$ cat config.mk
export PLATFORM = sky130hd
export DESIGN_NAME = mem_port_arbiter
export DESIGN_NICKNAME = d
export VERILOG_FILES = /design/src/rtl/mem_port_arbiter.sv
export SDC_FILE = /design/constraint.sdc
export NUM_CORES = 1
export LEC_CHECK = 0
export BUFFER_PORTS_ARGS = -buffer_cell sky130_fd_sc_hd__buf_2
export CAP_MARGIN = 20
export CORE_AREA = 2 2 112 114
export CTS_BUF_LIST = sky130_fd_sc_hd__clkbuf_2
export DETAILED_ROUTE_END_ITERATION = 16
export DIE_AREA = 0 0 114 116
export GPL_ROUTABILITY_DRIVEN = 0
export PLACE_DENSITY = 0.48
export SYNTH_ARGS = -nofsm -noshare
export SYNTH_HDL_FRONTEND = slang
export SYNTH_SLANG_ARGS = --single-unit
$ cat constraint.sdc
create_clock -name clk -period 6.5 [get_ports clk]
set_input_delay 1.95 -clock clk [delete_from_list [all_inputs] [get_ports clk]]
set_output_delay 1.95 -clock clk [all_outputs]
set_load 0.005 [all_outputs]
$ cat src/rtl/mem_port_arbiter.sv
// Shares one single-ported synchronous SRAM between the fetch and data ports.
// Data wins conflicts; fetch is forced through after STARVE_LIMIT consecutive losses.
module mem_port_arbiter #(
  parameter int ADDR_W       = 32,
  parameter int DATA_W       = 32,
  parameter int STARVE_LIMIT = 4
) (
  input  logic              clk,
  input  logic              rst_n,
  input  logic              i_req,
  input  logic [ADDR_W-1:0] i_addr,
  input  logic              i_flush,
  output logic              i_ready,
  output logic              i_rvalid,
  output logic [DATA_W-1:0] i_rdata,
  input  logic              d_req,
  input  logic [3:0]        d_we,
  input  logic [ADDR_W-1:0] d_addr,
  input  logic [DATA_W-1:0] d_wdata,
  output logic              d_ready,
  output logic              d_rvalid,
  output logic [DATA_W-1:0] d_rdata,
  output logic              m_en,
  output logic [3:0]        m_wen,
  output logic [ADDR_W-1:0] m_addr,
  output logic [DATA_W-1:0] m_wdata,
  input  logic [DATA_W-1:0] m_rdata,
  output logic [15:0]       conflict_cnt
);

  localparam logic [3:0] LIMIT = 4'(STARVE_LIMIT);

  typedef enum logic [1:0] {OWN_NONE, OWN_I, OWN_D} owner_t;

  owner_t      rd_owner_reg, rd_owner_next;
  logic [3:0]  starve_cnt_reg, starve_cnt_next;
  logic [15:0] conflict_cnt_reg, conflict_cnt_next;
  logic        fetch_forced;
  logic        i_grant;
  logic        d_grant;

  // Grants are purely combinational so a granted access reaches the SRAM in the same cycle.
  always_comb begin
    fetch_forced = (starve_cnt_reg == LIMIT);
    i_grant      = rst_n && i_req && (!d_req || fetch_forced);
    d_grant      = rst_n && d_req && !(i_req && fetch_forced);
  end

  assign i_ready = i_grant;
  assign d_ready = d_grant;
  assign m_en    = i_grant || d_grant;
  assign m_wen   = d_grant ? d_we : 4'h0;
  assign m_addr  = i_grant ? i_addr : (d_grant ? d_addr : '0);
  assign m_wdata = d_grant ? d_wdata : '0;

  always_comb begin
    starve_cnt_next   = starve_cnt_reg;
    conflict_cnt_next = conflict_cnt_reg;
    rd_owner_next     = OWN_NONE;

    if (!i_req || i_grant) begin
      starve_cnt_next = 4'd0;
    end else if (starve_cnt_reg < LIMIT) begin
      starve_cnt_next = starve_cnt_reg + 4'd1;
    end

    if (i_req && d_req && (conflict_cnt_reg != 16'hFFFF)) begin
      conflict_cnt_next = conflict_cnt_reg + 16'd1;
    end

    // Writes complete at the grant edge, so only reads leave a pending return.
    if (i_grant) begin
      rd_owner_next = OWN_I;
    end else if (d_grant && (d_we == 4'h0)) begin
      rd_owner_next = OWN_D;
    end
  end

  always_ff @(posedge clk) begin
    if (!rst_n) begin
      rd_owner_reg     <= OWN_NONE;
      starve_cnt_reg   <= 4'd0;
      conflict_cnt_reg <= 16'd0;
    end else begin
      rd_owner_reg     <= rd_owner_next;
      starve_cnt_reg   <= starve_cnt_next;
      conflict_cnt_reg <= conflict_cnt_next;
    end
  end

  // Returns are masked while reset is held so an in-flight read never surfaces.
  assign i_rvalid     = rst_n && (rd_owner_reg == OWN_I) && !i_flush;
  assign d_rvalid     = rst_n && (rd_owner_reg == OWN_D);
  assign i_rdata      = i_rvalid ? m_rdata : '0;
  assign d_rdata      = d_rvalid ? m_rdata : '0;
  assign conflict_cnt = conflict_cnt_reg;

endmodule

==> out/results.ini <==
[route]
drtPass1Iterations=4
routed_wl_mm=10.1
drt-vias-per-instance=4.41
antenna_left=0
avgRoutedWirePerCell_um=14.3
drc_errors=0
drt_iter0_drc=107
vias=3107

[cts]
clkSlewWorstSetupHoldPaths_ns=0.19
clk_latency_ns=0.34
cts_setup_buffers=0
cts_buffer_depth=2
h-tree-depth=1
numCtsBuffers=3
cts_tree=yes
post_cts_resized=0
numClockSinks=22
cts_root_buf=clkbuf_2
postCtsHoldBufs=0

[logic_synthesis]
avgSynthCellArea_um2=7.46
yosys_warnings=0
seq_area_frac_synth_pct=21.0
synth.distinct_cells=30
syn_nets=421
netlist_instances=281
synth_seq_cells=22
synth_area_um2=2100

[global_route]
grt_max_degree=71
antenna_found_initial=1
grt_usage_pct=13.2
overflow=0
grt_pass1_vias=2674
grt_pass1_wl_mm=13.8

[cells_and_area]
final_nets=700
largest_reg_flops=16
fin_cells=705
final_common_cell=buf_2
multi_input_comb_area_um2=1590
antenna_cells=0
nFillCells=1286
final_cell_mix=289 x buf_2, 102 x and2_1, 32 x a22o_1
drive_above_1_share_pct=54.3
area_growth_pct=77.7
seqCellArea_um2=440

[critical_path]
crit_fanout=70
start_kind=input pin
r2r_start=conflict_cnt[13]$_SDFFE_PN0P_
rr_worst_depth=4
r2r_slack_ns=4.77
timing.rr.end=conflict_cnt[0]$_SDFFE_PN0P_
critPathRequiredTime_ns=4.55
endpoint_kind=output pin
crit_type=input pin to output pin
crit_end=m_addr[0]
startpoint=rst_n
cp_data_arrival_time_ns=3.36

[placement]
port_buffers=289
dpl.cell_count=702
hpwlAfterDp_mm=8.58
pre_cts_ws_ns=1.16

[power_and_ir_drop]
power_uw=305
p_per_area_nw_per_um2=82.0
ir_worst_vdd_v=0.0000366
p_leak_nw=2.20

[sta]
max_freq_mhz=188
tns_ns=0
slew_violations=0
hold_violations=0
setup_violations=0
fin_crit_sh_pct=81.7
slew_headroom_pct=60.5
tightest_slew_ns=0.592
hold_slack_ns=0.518
setup_slack_ns=1.19
finalCriticalPeriod_ns=5.31
rsz0062_at_grt=false
clock_skew_ns=0.0208

[die]
die_height_um=116
ios=290
core-area_um2=11900
initial_core_util_pct=17.6
row_count=40
die-area_um2=13200
die_x_um=114

[run_status]
status=complete, no violations

[job]
maxCapViolCount=0

[worst_hold_path]
hold_class=flip-flop to flip-flop

cells in the mapped netlist, drive strengths merged:
master,count,area [um2]
nand3,5,25.0
o21ai,7,35.0
o211ai,2,15.0
a41oi,1,8.76
and4,2,20.0
dfxtp,22,440
o31ai,6,45.0
a22o,32,280
o211a,1,10.0
nand2b,2,12.5
nand4,10,77.6
or4,5,37.5
buf,3,15.0
clkbuf,16,60.1
xnor2,1,8.76
a21oi,16,80.1
nor4,4,55.1
and2,102,638
nor2,10,37.5
nand2,11,41.3
or3,4,25.0
and3,3,18.8
nor3,4,20.0
inv,6,22.5
ha,3,37.5
nor4b,1,8.76
mux2i,2,20.0
critical path, stage by stage:
cell	delay, ns
buf_2	0.19
nand2_1	0.11
a41oi_4	0.17
buf_4	0.50
a22o_1	0.24
buf_2	0.15
layout make-up:
class / instances / area share [%]
tap: 147 / 4.94
inverter: 6 / 0.605
multi-input combinational: 234 / 42.6
sequential: 22 / 11.8
clock buffer: 3 / 0.403
timing repair buffer: 293 / 39.6
worst min-delay path by stage:
stage                              startpoint  slack (ns)                        endpoint  depth (start not counted)
2_1_floorplan  starve_cnt_reg[1]$_SDFFE_PP0N_        0.47  starve_cnt_reg[1]$_SDFFE_PP0N_                          2
3_3_place_gp   starve_cnt_reg[1]$_SDFFE_PP0N_        0.48  starve_cnt_reg[1]$_SDFFE_PP0N_                          2
3_5_place_dp   starve_cnt_reg[1]$_SDFFE_PP0N_        0.50  starve_cnt_reg[1]$_SDFFE_PP0N_                          2
4_1_cts        starve_cnt_reg[1]$_SDFFE_PP0N_        0.52  starve_cnt_reg[1]$_SDFFE_PP0N_                          2
5_1_grt         conflict_cnt[15]$_SDFFE_PN0P_        0.56   conflict_cnt[15]$_SDFFE_PN0P_                          2
6_report       starve_cnt_reg[1]$_SDFFE_PP0N_        0.52  starve_cnt_reg[1]$_SDFFE_PP0N_                          2
metrics by stage:
step | util [%] | instance area (um2)
after CTS | 31.3 | 3720
after detailed placement | 31.1 | 3710
final | 31.3 | 3720
after global routing | 31.3 | 3720
after global placement | 31.1 | 3710
after floorplan | - | 2100
per-layer routing:
layer | vias up | track usage [%] | wire length (um)
met3 | 4 | 2.35 | 722
li1 | 1552 | - | -
met4 | 0 | 1.95 | 47
met5 | - | 0 | 0
met1 | 1383 | 15.1 | 3880
met2 | 168 | 25.8 | 5450
where the power goes:
group	total (mW)	internal, mW	leakage (nW)	switching (mW)
clock	0.0555	0.0126	0.0125	0.0429
combinational	0.112	0.0621	2.01	0.0503
sequential	0.138	0.136	0.178	0.00113
total	0.305	0.211	2.20	0.0944
kinds of logic (layout without fill, tap and decap cells):
| logic type | count (synthesis) | count (layout) | share of synthesized area (%) |
|---|---|---|---|
| XOR/XNOR | 1 | 1 | 0.418 |
| adder cells (fa/ha/maj) | 3 | 3 | 1.79 |
| AND/OR/NAND/NOR | 163 | 163 | 48.5 |
| AO/OA/AOI/OAI | 65 | 65 | 22.6 |
| flip-flops | 22 | 22 | 21.0 |
| buffers and inverters | 25 | 302 | 4.66 |
| multiplexers | 2 | 2 | 0.955 |
No activity file was read; power rests on OpenSTA's default activity.
